===== src/rtl/correlation_pkg.sv =====
// Shared definitions for the sliding-correlation scheduler.
//   state_t       : scheduler FSM states
//   DEFAULT_*     : default window / width parameters
//   coef_default  : power-on coefficient for tap k (k+1)
package correlation_pkg;

  typedef enum logic [1:0] {
    IDLE,
    ACCUM,
    OUTPUT
  } state_t;

  localparam int unsigned DEFAULT_TAPS = 10;
  localparam int unsigned DEFAULT_XW   = 4;
  localparam int unsigned DEFAULT_CW   = 4;
  localparam int unsigned DEFAULT_YW   = 12;

  function automatic int unsigned coef_default(input int unsigned k);
    return k + 1;
  endfunction

endpackage


===== src/rtl/coef_product_unit.sv =====
// Shared coefficient x sample product resource.
//   coef    in  CW       coefficient of the currently selected tap
//   sample  in  XW       window sample of the currently selected tap
//   product out CW+XW    unsigned product (combinational)
module coef_product_unit #(
  parameter int unsigned CW = 4,
  parameter int unsigned XW = 4
) (
  input  logic [CW-1:0]    coef,
  input  logic [XW-1:0]    sample,
  output logic [CW+XW-1:0] product
);

  always_comb begin
    product = (CW+XW)'(coef) * (CW+XW)'(sample);
  end

endmodule


===== src/rtl/correlation_scheduler.sv =====
// Time-multiplexed 10-tap sliding correlator. One sample is accepted in IDLE,
// then one shared product is accumulated per cycle over all taps, and the sum
// is held on a valid/ready output.
//   clock, reset        single clock, synchronous active-high reset
//   in_valid/in_data    sample input, in_ready high only in IDLE
//   clear               zero the window (IDLE only)
//   coef_we/addr/data   coefficient write port (IDLE only, addr >= TAPS ignored)
//   y_valid/y/y_ready   result output
//   busy                scheduler not idle
module correlation_scheduler
  import correlation_pkg::*;
#(
  parameter int unsigned TAPS = DEFAULT_TAPS,
  parameter int unsigned XW   = DEFAULT_XW,
  parameter int unsigned CW   = DEFAULT_CW,
  parameter int unsigned YW   = DEFAULT_YW
) (
  input  logic          clock,
  input  logic          reset,
  input  logic          in_valid,
  input  logic [XW-1:0] in_data,
  output logic          in_ready,
  input  logic          clear,
  input  logic          coef_we,
  input  logic [3:0]    coef_addr,
  input  logic [CW-1:0] coef_data,
  output logic          y_valid,
  output logic [YW-1:0] y,
  input  logic          y_ready,
  output logic          busy
);

  localparam int unsigned TW = (TAPS > 1) ? $clog2(TAPS) : 1;
  localparam int unsigned PW = XW + CW;

  state_t          state;
  state_t          state_next;
  logic [XW-1:0]   win  [TAPS];
  logic [CW-1:0]   coef [TAPS];
  logic [YW-1:0]   acc;
  logic [TW-1:0]   tap;
  logic [PW-1:0]   product;
  logic            accept;
  logic            last_tap;

  always_comb begin
    accept   = in_valid && (state == IDLE);
    last_tap = (tap == TW'(TAPS - 1));
  end

  coef_product_unit #(
    .CW (CW),
    .XW (XW)
  ) u_product (
    .coef    (coef[tap]),
    .sample  (win[tap]),
    .product (product)
  );

  // State register
  always_ff @(posedge clock) begin
    if (reset) begin
      state <= IDLE;
    end else begin
      state <= state_next;
    end
  end

  // Next-state logic
  always_comb begin
    state_next = state;
    case (state)
      IDLE:    if (accept)   state_next = ACCUM;
      ACCUM:   if (last_tap) state_next = OUTPUT;
      OUTPUT:  if (y_ready)  state_next = IDLE;
      default:               state_next = IDLE;
    endcase
  end

  // Output decode: registered state only, no path from inputs
  always_comb begin
    in_ready = (state == IDLE);
    busy     = (state != IDLE);
    y_valid  = (state == OUTPUT);
    y        = (state == OUTPUT) ? acc : '0;
  end

  // Window, coefficients, accumulator and tap counter
  always_ff @(posedge clock) begin
    if (reset) begin
      for (int unsigned k = 0; k < TAPS; k++) begin
        win[k]  <= '0;
        coef[k] <= CW'(coef_default(k));
      end
      acc <= '0;
      tap <= '0;
    end else begin
      case (state)
        IDLE: begin
          // The coefficient register is written at the same edge the sample
          // is accepted, so ACCUM already sees the new value.
          if (coef_we && (32'(coef_addr) < TAPS)) begin
            coef[coef_addr] <= coef_data;
          end
          if (accept) begin
            // Clear with a coincident sample: shift a zeroed window.
            win[0] <= in_data;
            for (int unsigned k = 1; k < TAPS; k++) begin
              win[k] <= clear ? '0 : win[k-1];
            end
            acc <= '0;
            tap <= '0;
          end else if (clear) begin
            for (int unsigned k = 0; k < TAPS; k++) begin
              win[k] <= '0;
            end
          end
        end
        ACCUM: begin
          acc <= acc + YW'(product);
          tap <= last_tap ? '0 : tap + TW'(1);
        end
        default: ;
      endcase
    end
  end

endmodule


===== config.mk =====
export PLATFORM = sky130hd
export DESIGN_NAME = correlation_scheduler
export DESIGN_NICKNAME = d
export VERILOG_FILES = /design/src/rtl/correlation_pkg.sv /design/src/rtl/coef_product_unit.sv /design/src/rtl/correlation_scheduler.sv
export SDC_FILE = /design/constraint.sdc
export NUM_CORES = 1
export LEC_CHECK = 0
export ABC_CLOCK_PERIOD_IN_PS = 4300
export CORE_ASPECT_RATIO = 0.5
export CORE_MARGIN = 3
export CORE_UTILIZATION = 54
export CTS_CLUSTER_SIZE = 28
export DETAILED_ROUTE_END_ITERATION = 10
export GPL_TIMING_DRIVEN = 0
export PLACE_DENSITY = 0.75
export REMOVE_ABC_BUFFERS = 1
export SLEW_MARGIN = 40
export SYNTH_ARGS = -nofsm -noshare
export SYNTH_HDL_FRONTEND = slang
export SYNTH_SLANG_ARGS = --single-unit

===== constraint.sdc =====
create_clock -name clock -period 4.3 [get_ports clock]
set_input_delay 1.075 -clock clock [delete_from_list [all_inputs] [get_ports clock]]
set_output_delay 1.075 -clock clock [all_outputs]
set_load 0.01 [all_outputs]

== After elaboration in Yosys (flattened, before gate mapping) ==
Memories as Yosys holds them, arrays and structs flattened. A register that Yosys moved wholly into a read port is not among the register bits.
Cells that the tools add are included.
Word-level totals
  output and inout port bits: 15
  input port bits: 18
  bits in writable memories: 80
  logic and storage cells: 104
  register bits: 18
  memories kept: 2
Memory list
  coef: depth 10, bits a word 4, rd ports 1, clocked after memory_dff 1, write ports 10, RTL line correlation_scheduler.sv:39  | logic [CW-1:0] coef [TAPS];
  win: depth 10, bits a word 4, rd ports 10, clocked after memory_dff 1, write ports 10, RTL line correlation_scheduler.sv:38  | logic [XW-1:0] win [TAPS];
Cells by class
  bitwise logic cells: 20
  $add $sub $neg: 2
  muxes and demuxes: 61
  $mul: 1
  reductions and logical operators: 8
  order comparisons: 1
  eq/ne operators: 6
Operators with widths (number)
  4-bit two-way mux: 37
  12-bit two-way mux: 2
  12-bit case mux with 2 select lines: 1
  1-bit bitwise OR: 20
  1-bit two-way mux: 16
  12-bit by 8-bit adder with 12-bit output: 1
  4-bit by 4-bit multiplier with 8-bit output: 1
  4-bit case mux with 2 select lines: 1
  2-bit two-way mux: 3
  2-bit case mux with 3 select lines: 1
  4-bit by 1-bit adder with 4-bit output (second input constant): 1
  4-bit equality test (second input constant): 1
  4-bit less-than comparator (second input constant): 1
  2-bit by 1-bit inequality test with 1-bit output (second input constant): 2
  2-bit nonzero test: 2
  4-bit OR reduction: 1
  3-bit AND reduction: 1
  2-bit by 1-bit equality test with 1-bit output (second input constant): 1
  2-bit equality test (second input constant): 1
  1-bit logical AND: 2
  2-bit zero test: 1
  2-bit inequality test (second input constant): 1
  2-bit AND reduction: 1

== Longest topological paths before layout ==
  depth in word-level cells: 8
  depth in mapped cells: 19
  mapped depth without buffers: 17

== Cells and area by module ==
Synthesis repeated with hierarchy kept, for this count alone.
Unflattened totals
  cell total of the unflattened synthesis: 492
  area total of the unflattened synthesis: 6422.4 sq um
Modules (own cells, without submodules)
  correlation_scheduler: area each 5973.2 sq um, sequential area each 3563.4 sq um, cells an instance 441, instances 1
  coef_product_unit: area each 449.2 sq um, sequential area each 0.0 sq um, cells an instance 51, instances 1

== Worst setup path after synthesis ==
No wires, ideal clock.
  path type: reg2reg
  start point: register (tool-made name)
  end point: register acc[8]
  period minus slack after synthesis: 4.487 ns
  cell stages (with the launch flop): 17
  arrival time: 4.370 ns
  library setup time: 0.117 ns
  path buffers: 2
  setup slack: -0.187 ns
  data required time: 4.183 ns
  path through: dfxtp_1 -> buf_6 -> buf_12 -> mux4_2 -> a22o_1 -> a221oi_2 -> or2_1 -> fa_1 -> fa_1 -> fa_1 -> inv_1 -> ha_1 -> a21o_1 -> a21oi_1 -> a21oi_1 -> or3_1 -> a32o_1
RTL lines
  to (signal assigned): RTL line correlation_scheduler.sv:120  | acc <= acc + YW'(product);
  to (decl): RTL line correlation_scheduler.sv:40  | logic [YW-1:0] acc;

==> flow_summary.json <==
{
  "hold_buffers": 0,
  "postRouteWirelength_um": 13400,
  "setup.worst_path.end_class": "register",
  "place.gp.congestion": 0.798,
  "r2r_end": "acc[8]",
  "r2r_cells": 16,
  "insertion_delay_ns": 0.42,
  "grt_pass1_vias": 4111,
  "cts_root_buffer": "clkbuf_16",
  "worst_hold_slack_ns": 0.516,
  "power.share.clock": 0.430,
  "synth_common_cells": "edfxtp_1 (104), nor2_1 (59), and2_1 (55)",
  "ff2ff_setup_slack_ns": -0.29,
  "die_w_um": 159,
  "synthFlopType": "edfxtp_1",
  "layout.nets": 626,
  "path_class": "reg -> reg",
  "seqPwrFrac": 0.421,
  "fin_cells": 751,
  "yosysTopAreaCellShare": 0.494,
  "fillers": 769,
  "grt_pass1_wl_um": 21700,
  "via_per_inst": 5.51,
  "numCtsBuffers": 17,
  "maxSlewHeadroom": 0.484,
  "endpoint": "acc[8]",
  "synth.largest_area_cell": "edfxtp_1",
  "drive_gt1_frac": 0.191,
  "start_util": 0.564,
  "dieHeight_um": 82.5,
  "synth_cells": 496,
  "p_int_w": 0.00251,
  "worst_slew_pin_slew_ns": 0.771,
  "min_period_ns": 4.59,
  "skew_ns": 0.0108,
  "portBuffers": 32,
  "core-area_sq_um": 11200,
  "h-tree-depth": 4,
  "antenna_found_initial": 0,
  "start_kind": "register",
  "synth_edf_count": 104,
  "cts_tree": "built",
  "num_antenna_cells": 0,
  "first_iter_violations": 267,
  "hold_path.class": "reg -> reg",
  "die_area_sq_um": 13100,
  "io_pins": 33,
  "cts.sinks": 126,
  "grt-ovfl-total": 0,
  "swShare": 0.262,
  "syn_area_sq_um": 6330,
  "arrival_ns": 4.90,
  "async_flop_share": 0,
  "rows": 27,
  "grt_max_degree": 25,
  "combPwrFrac": 0.149,
  "hp-start": "acc[7]",
  "rsz0062_at_grt": "yes",
  "ys_ff_latch": 126,
  "clock_path_buffers": 2,
  "wl_per_cell_um": 17.9,
  "maxSlewViolCount": 0,
  "status": "finished, violations left",
  "peakVddDrop_mv": 0.271,
  "route.vias.total": 4138,
  "area_growth_pct": 23.9,
  "syn_avg_cell_area_sq_um": 12.8,
  "finalCritPeriodShare": 1.07,
  "clk_pin_slew_ns": 0.06,
  "fin_tns_setup_ns": -1.03,
  "required_ns": 4.61,
  "power.total_w": 0.00340,
  "grt_use_total": 0.220,
  "maxCapViolCount": 0,
  "route.detailed.drc": 0,
  "setup_slack_ns": -0.292,
  "synth-seq-area-share": 0.563,
  "p_switching_w": 0.000892,
  "violations": "setup timing",
  "synth_most_common_cell": "edfxtp_1",
  "power_density_nw_per_um2": 434,
  "ys_warn_count": 0,
  "synth.area.top_cells": "edfxtp_1 (49%), dfxtp_1 (7.0%), and2_1 (5.4%)",
  "drtPass1Iterations": 5,
  "fin_util": 0.699,
  "hold_violations": 0,
  "dpl.cell_count": 697,
  "leakage_nw": 3.04,
  "ys_types": 50,
  "cp_max_fo": 6,
  "max_freq_mhz": 218,
  "postRouteAntennaNets": 0,
  "dpl.hpwl_um": 8450,
  "finalSetupViolations": 7
}
[flip-flops by register name, indices dropped and copies added, names as in the netlist, named ones only]
register,flops
coef,64
win,40
acc,12
tap,4
state,2
[how the worst min path moves through the flow]
stage / depth (start not counted) / to / slack, ns
final: 1 / acc[7] / 0.52
after global routing: 1 / acc[6] / 0.54
after CTS: 1 / acc[8] / 0.50
after detailed placement: 1 / acc[8] / 0.48
after global placement: 2 / acc[10] / 0.48
after floorplan: 1 / acc[8] / 0.46
[area by class of cell]
cell class | instances | area (sq um) | area share
Tap cell | 159 | 199 | 0.0254
Clock buffer | 17 | 425 | 0.0543
Inverter | 29 | 109 | 0.0139
Sequential cell | 126 | 3570 | 0.456
Timing Repair Buffer | 59 | 599 | 0.0765
Clock inverter | 15 | 173 | 0.0220
Multi-Input combinational cell | 346 | 2760 | 0.352
[through the flow]
step,cell area (sq um),setup WS [ns]
floorplan,6300,-1.19
global placement,6820,-2.04
detailed placement,6890,-0.692
CTS,7770,-0.204
global route,7840,-0.441
finish,7840,-0.292
[power by group through the flow]
stage               logic [W]  clock network (W)  registers, W
global placement     0.000356                  0       0.00147
floorplan            0.000265                  0       0.00145
finish               0.000508            0.00146       0.00143
CTS                  0.000483            0.00148       0.00143
detailed placement   0.000383                  0       0.00146
global route         0.000557            0.00154       0.00144
[cell families after synthesis]
logic type,count (synthesis),share of synthesized area
xor gates and xnor gates,5,0.00692
other,1,0.000593
and+or+nand+nor,192,0.152
adders and majority gates,29,0.0680
buffers and inverters,47,0.0350
AOI/OAI and AO/OA,55,0.0639
muxes,41,0.111
DFF,126,0.563
[metal layers]
layer / track usage / vias to the layer above / share of wire
li1: - / 1946 / -
met1: 0.293 / 2017 / 0.45
met2: 0.365 / 150 / 0.48
met3: 0.0458 / 25 / 0.058
met4: 0.0812 / 0 / 0.017
met5: 0 / - / 0
[critical path: stages (launching register included)]
cell and delay (ns):
dfxtp_4 0.37, buf_12 0.14, buf_6 0.10, mux4_2 0.51
a22o_1 0.23, a221oi_4 0.31, or2_1 0.19, fa_1 0.43
fa_2 0.40, fa_1 0.50, inv_1 0.07, ha_4 0.22
a21o_1 0.18, a21oi_2 0.18, a21oi_2 0.08, or3_1 0.31
a32o_1 0.26
[repair_timing]
item                                    in CTS  in global routing
pin swaps                                   16                 19
setup buffers                               16                  5
resized for setup                           35                  7
endpoints found under the setup margin       9                  8
cloned                                       1                  0
[layout by cell type, fill, tap and decap left out, drive strengths merged, types with 5 or more instances in the layout]
cell type,count
a21oi,15
a22o,7
and2,55
buf,28
clkbuf,17
clkdlybuf4s50,31
clkinv,5
conb,24
dfxtp,22
edfxtp,104
fa,9
ha,20
inv,37
mux2i,17
mux4,20
nand2,33
nand2b,6
nand3,10
nand4,5
nor2,60
o21ai,8
or2,6
Power figures use the tool's default switching activity.
